===== src/rtl/uart_cmd_sequencer_if.sv =====
// Signal bundle between the UART receiver, the command sequencer and the servo PWM stage.
// The master side is the environment (UART RX + PWM stage); the slave side is the sequencer.
interface uart_cmd_sequencer_if #(
  parameter int DEPTH = 4
);
  localparam int CW = $clog2(DEPTH) + 1;

  logic [7:0]    rx_data;
  logic          rx_valid;
  logic          moving;
  logic [2:0]    state_desired;
  logic          uart_command_valid;
  logic [CW-1:0] queue_count;
  logic          bad_char;
  logic          overflow;
  logic          cmd_dropped;

  modport master (
    output rx_data, rx_valid, moving,
    input  state_desired, uart_command_valid, queue_count, bad_char, overflow, cmd_dropped
  );

  modport slave (
    input  rx_data, rx_valid, moving,
    output state_desired, uart_command_valid, queue_count, bad_char, overflow, cmd_dropped
  );
endinterface


===== src/rtl/uart_cmd_sequencer.sv =====
// Decodes UART command letters into a small FIFO and issues them one at a time to the
// servo PWM stage, tracking its moving flag for acknowledge and completion.
module uart_cmd_sequencer #(
  parameter int DEPTH       = 4,
  parameter int VALID_HOLD  = 2,
  parameter int ACK_TIMEOUT = 16
) (
  input  logic                clk,
  input  logic                rst_n,
  uart_cmd_sequencer_if.slave bus
);
  localparam int PW = $clog2(DEPTH);
  localparam int CW = PW + 1;
  localparam int HW = $clog2(VALID_HOLD + 1);
  localparam int TW = $clog2(ACK_TIMEOUT + 1);
  localparam logic [CW-1:0] FULL_COUNT = CW'(DEPTH);
  localparam logic [HW-1:0] HOLD_LOAD  = HW'(VALID_HOLD - 1);
  localparam logic [TW-1:0] ACK_LAST   = TW'(ACK_TIMEOUT - 1);

  typedef enum logic [1:0] {
    S_IDLE      = 2'd0,
    S_ISSUE     = 2'd1,
    S_WAIT_ACK  = 2'd2,
    S_WAIT_DONE = 2'd3
  } state_e;

  // OR-ing 0x20 folds upper case onto lower case; only letter pairs can land on a command code.
  function automatic logic [3:0] decode_cmd(input logic [7:0] b);
    logic [3:0] r;
    case (b | 8'h20)
      8'h69:   r = {1'b1, 3'b001};
      8'h70:   r = {1'b1, 3'b010};
      8'h65:   r = {1'b1, 3'b011};
      8'h74:   r = {1'b1, 3'b100};
      8'h75:   r = {1'b1, 3'b101};
      8'h64:   r = {1'b1, 3'b110};
      default: r = {1'b0, 3'b000};
    endcase
    return r;
  endfunction

  function automatic logic is_filler(input logic [7:0] b);
    return (b == 8'h0D) || (b == 8'h0A) || (b == 8'h20);
  endfunction

  logic [2:0]    mem_q [DEPTH];
  logic [PW-1:0] wr_ptr_q, rd_ptr_q;
  logic [CW-1:0] count_q, count_d;
  logic          bad_q, bad_d, ovf_q, ovf_d;
  logic [3:0]    dec_s;
  logic          push_s, pop_s;

  state_e        state_q, state_d;
  logic          valid_q, valid_d;
  logic [2:0]    sd_q, sd_d;
  logic [HW-1:0] hold_q, hold_d;
  logic [TW-1:0] cnt_q, cnt_d;
  logic          drop_q, drop_d;

  // Decode and FIFO push/overflow decisions; a push into a full FIFO survives only alongside a pop.
  always_comb begin
    dec_s   = decode_cmd(bus.rx_data);
    push_s  = 1'b0;
    ovf_d   = 1'b0;
    bad_d   = bus.rx_valid && !dec_s[3] && !is_filler(bus.rx_data);
    if (bus.rx_valid && dec_s[3]) begin
      if ((count_q != FULL_COUNT) || pop_s) begin
        push_s = 1'b1;
      end else begin
        ovf_d = 1'b1;
      end
    end else begin
      push_s = 1'b0;
    end
    count_d = count_q + CW'(push_s) - CW'(pop_s);
  end

  // FIFO storage, pointers, occupancy and status pulses.
  always_ff @(posedge clk) begin
    if (!rst_n) begin
      for (int i = 0; i < DEPTH; i++) mem_q[i] <= 3'b000;
      wr_ptr_q <= {PW{1'b0}};
      rd_ptr_q <= {PW{1'b0}};
      count_q  <= {CW{1'b0}};
      bad_q    <= 1'b0;
      ovf_q    <= 1'b0;
    end else begin
      if (push_s) begin
        mem_q[wr_ptr_q] <= dec_s[2:0];
        wr_ptr_q        <= wr_ptr_q + PW'(1);
      end
      if (pop_s) rd_ptr_q <= rd_ptr_q + PW'(1);
      count_q <= count_d;
      bad_q   <= bad_d;
      ovf_q   <= ovf_d;
    end
  end

  // Issue FSM next-state and registered-output logic.
  always_comb begin
    state_d = state_q;
    valid_d = valid_q;
    sd_d    = sd_q;
    hold_d  = hold_q;
    cnt_d   = cnt_q;
    drop_d  = 1'b0;
    pop_s   = 1'b0;
    case (state_q)
      S_IDLE: begin
        if ((count_q != {CW{1'b0}}) && !bus.moving) begin
          pop_s   = 1'b1;
          sd_d    = mem_q[rd_ptr_q];
          valid_d = 1'b1;
          hold_d  = HOLD_LOAD;
          state_d = S_ISSUE;
        end else begin
          state_d = S_IDLE;
        end
      end
      S_ISSUE: begin
        if (hold_q == {HW{1'b0}}) begin
          valid_d = 1'b0;
          cnt_d   = {TW{1'b0}};
          state_d = S_WAIT_ACK;
        end else begin
          hold_d = hold_q - HW'(1);
        end
      end
      S_WAIT_ACK: begin
        if (bus.moving) begin
          state_d = S_WAIT_DONE;
        end else if (cnt_q == ACK_LAST) begin
          drop_d  = 1'b1;
          state_d = S_IDLE;
        end else begin
          cnt_d = cnt_q + TW'(1);
        end
      end
      S_WAIT_DONE: begin
        if (!bus.moving) begin
          state_d = S_IDLE;
        end else begin
          state_d = S_WAIT_DONE;
        end
      end
      default: begin
        valid_d = 1'b0;
        state_d = S_IDLE;
      end
    endcase
  end

  // Issue FSM state and output registers.
  always_ff @(posedge clk) begin
    if (!rst_n) begin
      state_q <= S_IDLE;
      valid_q <= 1'b0;
      sd_q    <= 3'b000;
      hold_q  <= {HW{1'b0}};
      cnt_q   <= {TW{1'b0}};
      drop_q  <= 1'b0;
    end else begin
      state_q <= state_d;
      valid_q <= valid_d;
      sd_q    <= sd_d;
      hold_q  <= hold_d;
      cnt_q   <= cnt_d;
      drop_q  <= drop_d;
    end
  end

  assign bus.state_desired      = sd_q;
  assign bus.uart_command_valid = valid_q;
  assign bus.queue_count        = count_q;
  assign bus.bad_char           = bad_q;
  assign bus.overflow           = ovf_q;
  assign bus.cmd_dropped        = drop_q;
endmodule


===== src/flat_wrapper.sv =====
// flat-port wrapper written by rule: the top's interface ports become plain ports
module uart_cmd_sequencer_flat 
#(
  parameter int DEPTH       = 4,
  parameter int VALID_HOLD  = 2,
  parameter int ACK_TIMEOUT = 16
)
  (clk, rst_n, bus_rx_data, bus_rx_valid, bus_moving, bus_state_desired, bus_uart_command_valid, bus_queue_count, bus_bad_char, bus_overflow, bus_cmd_dropped);
  uart_cmd_sequencer_if #(.DEPTH(DEPTH)) bus_i ();
  input  logic clk;
  input  logic rst_n;
  input wire logic [$bits(bus_i.rx_data)-1:0] bus_rx_data;
  input wire logic [$bits(bus_i.rx_valid)-1:0] bus_rx_valid;
  input wire logic [$bits(bus_i.moving)-1:0] bus_moving;
  output wire logic [$bits(bus_i.state_desired)-1:0] bus_state_desired;
  output wire logic [$bits(bus_i.uart_command_valid)-1:0] bus_uart_command_valid;
  output wire logic [$bits(bus_i.queue_count)-1:0] bus_queue_count;
  output wire logic [$bits(bus_i.bad_char)-1:0] bus_bad_char;
  output wire logic [$bits(bus_i.overflow)-1:0] bus_overflow;
  output wire logic [$bits(bus_i.cmd_dropped)-1:0] bus_cmd_dropped;
  assign bus_i.rx_data = bus_rx_data;
  assign bus_i.rx_valid = bus_rx_valid;
  assign bus_i.moving = bus_moving;
  assign bus_state_desired = bus_i.state_desired;
  assign bus_uart_command_valid = bus_i.uart_command_valid;
  assign bus_queue_count = bus_i.queue_count;
  assign bus_bad_char = bus_i.bad_char;
  assign bus_overflow = bus_i.overflow;
  assign bus_cmd_dropped = bus_i.cmd_dropped;
  uart_cmd_sequencer #(.DEPTH(DEPTH), .VALID_HOLD(VALID_HOLD), .ACK_TIMEOUT(ACK_TIMEOUT)) u_core (.clk(clk), .rst_n(rst_n), .bus(bus_i));
endmodule

===== config.mk =====
export PLATFORM = sky130hd
export DESIGN_NAME = uart_cmd_sequencer_flat
export DESIGN_NICKNAME = d
export VERILOG_FILES = /design/src/rtl/uart_cmd_sequencer_if.sv /design/src/rtl/uart_cmd_sequencer.sv /design/src/flat_wrapper.sv
export SDC_FILE = /design/constraint.sdc
export NUM_CORES = 1
export LEC_CHECK = 0
export BUFFER_PORTS_ARGS = -buffer_cell sky130_fd_sc_hd__buf_4
export CELL_PAD_IN_SITES_DETAIL_PLACEMENT = 0
export CELL_PAD_IN_SITES_GLOBAL_PLACEMENT = 1
export CORE_UTILIZATION = 36
export DETAILED_ROUTE_END_ITERATION = 10
export PLACE_DENSITY_LB_ADDON = 0.1
export SYNTH_ARGS = -nofsm -noshare
export SYNTH_HDL_FRONTEND = slang
export SYNTH_SLANG_ARGS = --single-unit

===== constraint.sdc =====
create_clock -name clk -period 3.33 [get_ports clk]
set_clock_uncertainty 0.1 [all_clocks]
set_input_delay 0.1665 -clock clk [delete_from_list [all_inputs] [get_ports clk]]
set_output_delay 0.1665 -clock clk [all_outputs]
set_load 0.005 [all_outputs]

==> results.py <==
metrics = {
    "cells_and_area": {
        "drive_gt1_share_pct": 20.5,
        "multiInputGateArea_sq_um": 813,
        "fill_cells": 441,
        "fin_cells": 242,
        "seq_area_sq_um": 821,
        "nNetsFinal": 206,
        "layout_common_cells": "nor2_1 (23), dfxtp_1 (23), buf_4 (21)",
        "antenna_cells": 0,
        "syn_to_final_growth_pct": 17.1,
    },
    "clock_tree": {
        "cts_resized": 0,
        "cts.clk_slew.worst_paths_ns": 0.07,
        "cts_setup_buffers": 0,
        "clock_latency_ns": 0.28,
        "cts_buffer_depth": 2,
        "clockRootBuffer": "clkbuf_8",
        "cts_tree": "built",
        "cts_buffers": 5,
        "htreeDepth": 2,
        "cts_sinks": 35,
    },
    "floorplan": {
        "fp.dieH_microns": 70.5,
        "die-area_sq_um": 4970,
        "io_pins": 22,
        "start_util_pct": 38.0,
        "floorplan.rows": 24,
        "core_area_sq_um": 4440,
        "dieWidth_microns": 70.5,
    },
    "critical_path": {
        "worst_ep_required_time_ns": 3.39,
        "rr_endpoint": "u_core.bus.queue_count[2]",
        "r2r-start": "u_core.state_q[0]",
        "path_class": "in2reg",
        "cp.arrival_ns": 2.82,
        "cp_max_fo": 9,
        "r2r_cells": 8,
        "start_kind": "input pin",
        "end_kind": "flop",
        "r2r_setup_slack_ns": 0.74,
    },
    "routing": {
        "wl_microns": 3270,
        "ant_nets": 0,
        "firstDrtPassIters": 7,
        "drc_errors": 2,
        "vias": 1259,
        "avgViaCountPerCell": 5.20,
        "drtIter0Drc": 40,
        "wl_per_cell_microns": 13.5,
    },
    "grt": {
        "grt_overflow": 0,
        "grt_pass1_vias": 1189,
        "grt_use_met2_pct": 26.2,
        "top_usage_layer": "met2",
        "grt_use_met3_pct": 4.33,
        "antenna_found_initial": 0,
        "use_met1_pct": 15.6,
        "grt_start_max_net_pins": 16,
        "gr-usage-all-layers_pct": 14.4,
        "grt_pass1_wl_microns": 5410,
    },
    "timing": {
        "fmax_mhz": 362,
        "rsz0062_at_grt": "no",
        "relSlewSlack_pct": 64.5,
        "setup-violations-final": 0,
        "fin_crit_sh_pct": 83.0,
        "final_hold_viol_count": 0,
        "tightest_slew_ns": 0.531,
        "drv_slew": 0,
        "setup_tns_ns": 0,
        "period_needed_ns": 2.76,
    },
    "power": {
        "peakVddDrop_v": 0.000172,
        "p_leak_nw": 0.728,
        "p_per_area_nw_per_um2": 624,
    },
    "hold_path": {
        "hold_path_class": "in2reg",
        "hold_start": "bus_rx_data[7]",
        "hold_end": "u_core.bus.bad_char",
        "holdPathStages": 3,
    },
    "logic_synthesis": {
        "seq_area_frac_synth_pct": 48.6,
        "synthArstFlopShare_pct": 0,
        "yosys_warnings": 0,
        "synth_cell_types": 43,
        "ys_ff_latch": 35,
        "avgSynthCellArea_sq_um": 10.1,
        "syn-cell-area_sq_um": 1690,
        "synthCells": 167,
        "synth_edf_count": 12,
        "synthFlopType": "dfxtp_1",
        "syn_nets": 184,
    },
    "flow_run": {
        "cap_viol_max_count": 0,
    },
    "placement": {
        "hpwlAfterDp_microns": 2470,
        "dp.cells": 233,
        "gp_congestion": 0.746,
        "io_buffers": 21,
    },
    "status": {
        "outcome": "finished with violations",
        "violations": "design-rule violations",
    },
}
## kinds of logic (layout without fill, tap and decap cells)
logic type	Yosys count	count (layout)	synth area share [%]
AOI/OAI and AO/OA	25	25	10.2
xor gates and xnor gates	7	7	3.63
adders and majority gates	5	5	4.15
buffers and inverters	13	36	3.19
DFF	35	35	48.6
muxes	8	8	7.04
and+or+nand+nor	74	74	23.1
## per-layer routing
metal	vias up	part of all wire (%)
met4	0	1.2
met2	25	50
li1	638	-
met1	591	45
met3	5	3.6
met5	-	0
## sequential cells by signal, summed over array words and instances, names as in the netlist, 2 cells and up
| name | count |
|---|---|
| u_core.cnt_q | 5 |
| u_core.state_q | 2 |
| u_core.hold_q | 2 |
| u_core.rd_ptr_q | 2 |
| u_core.bus.state_desired | 3 |
| u_core.bus.queue_count | 3 |
| u_core.wr_ptr_q | 2 |
| u_core.mem_q | 12 |
## where the power goes
group          switching (mW)  internal [mW]
sequential             0.0632          0.504
clock                   0.146          0.155
combinational           0.179          0.185
total                   0.388          0.844
## cells in the mapped netlist (all sizes together) (4+ instances only)
master / number / area share (%)
nor3: 11 / 3.3
a21oi: 8 / 2.4
o21ai: 5 / 1.5
nand2b: 8 / 3.4
dfxtp: 23 / 27
ha: 4 / 3.0
clkbuf: 4 / 0.96
edfxtp: 12 / 21
nor2: 23 / 5.1
nand2: 11 / 2.4
inv: 6 / 1.3
xnor2: 4 / 2.1
mux2i: 4 / 2.4
nor2b: 4 / 1.5
## per-stage QoR
| stage | setup WS, ns | hold WS (ns) | util [%] | power (mW) | instance area, sq um |
|---|---|---|---|---|---|
| 6_report | 0.567 | 0.0826 | 44.5 | 1.23 | 1980 |
| 5_1_grt | 0.400 | 0.0938 | 44.5 | 1.31 | 1980 |
| 4_1_cts | 0.540 | 0.0764 | 44.5 | 1.25 | 1980 |
| 3_5_place_dp | 0.727 | 0.278 | 42.3 | 0.944 | 1880 |
| 3_3_place_gp | 0.835 | 0.269 | 42.3 | 0.927 | 1880 |
| 2_1_floorplan | 1.04 | 0.144 | - | 0.829 | 1690 |
## area by class of cell
class | instances | area share [%]
Inverter | 6 | 1.14
Clock inverter | 2 | 0.570
Clock buffer | 6 | 3.86
Sequential cell | 35 | 41.5
Multi-Input combinational cell | 119 | 41.1
Tap cell | 52 | 3.29
Timing Repair Buffer | 22 | 8.48
## worst max path at each step
stage | cells past startpoint | startpoint | to
after global placement | 8 | u_core.state_q[0] | u_core.bus.queue_count[2]
after global routing | 10 | bus_moving | u_core.bus.queue_count[2]
final | 10 | bus_moving | u_core.bus.queue_count[2]
after CTS | 10 | bus_moving | u_core.bus.queue_count[2]
after floorplan | 9 | u_core.state_q[0] | u_core.bus.queue_count[2]
after detailed placement | 8 | u_core.state_q[1] | u_core.bus.queue_count[2]
## critical path, stage by stage
cell,delay [ns]
dlygate4sd3_1,0.54
buf_4,0.15
nor3_1,0.24
o31a_1,0.46
ha_1,0.32
nand2b_1,0.17
fa_1,0.39
xor2_1,0.16
xnor2_1,0.16
nor2_1,0.05
## timing repair
item,CTS,global route
hold endpoints to repair,1,0
endpoints found under the setup margin,0,0
hold buffers,1,0
No activity file was read; power rests on OpenSTA's default activity.
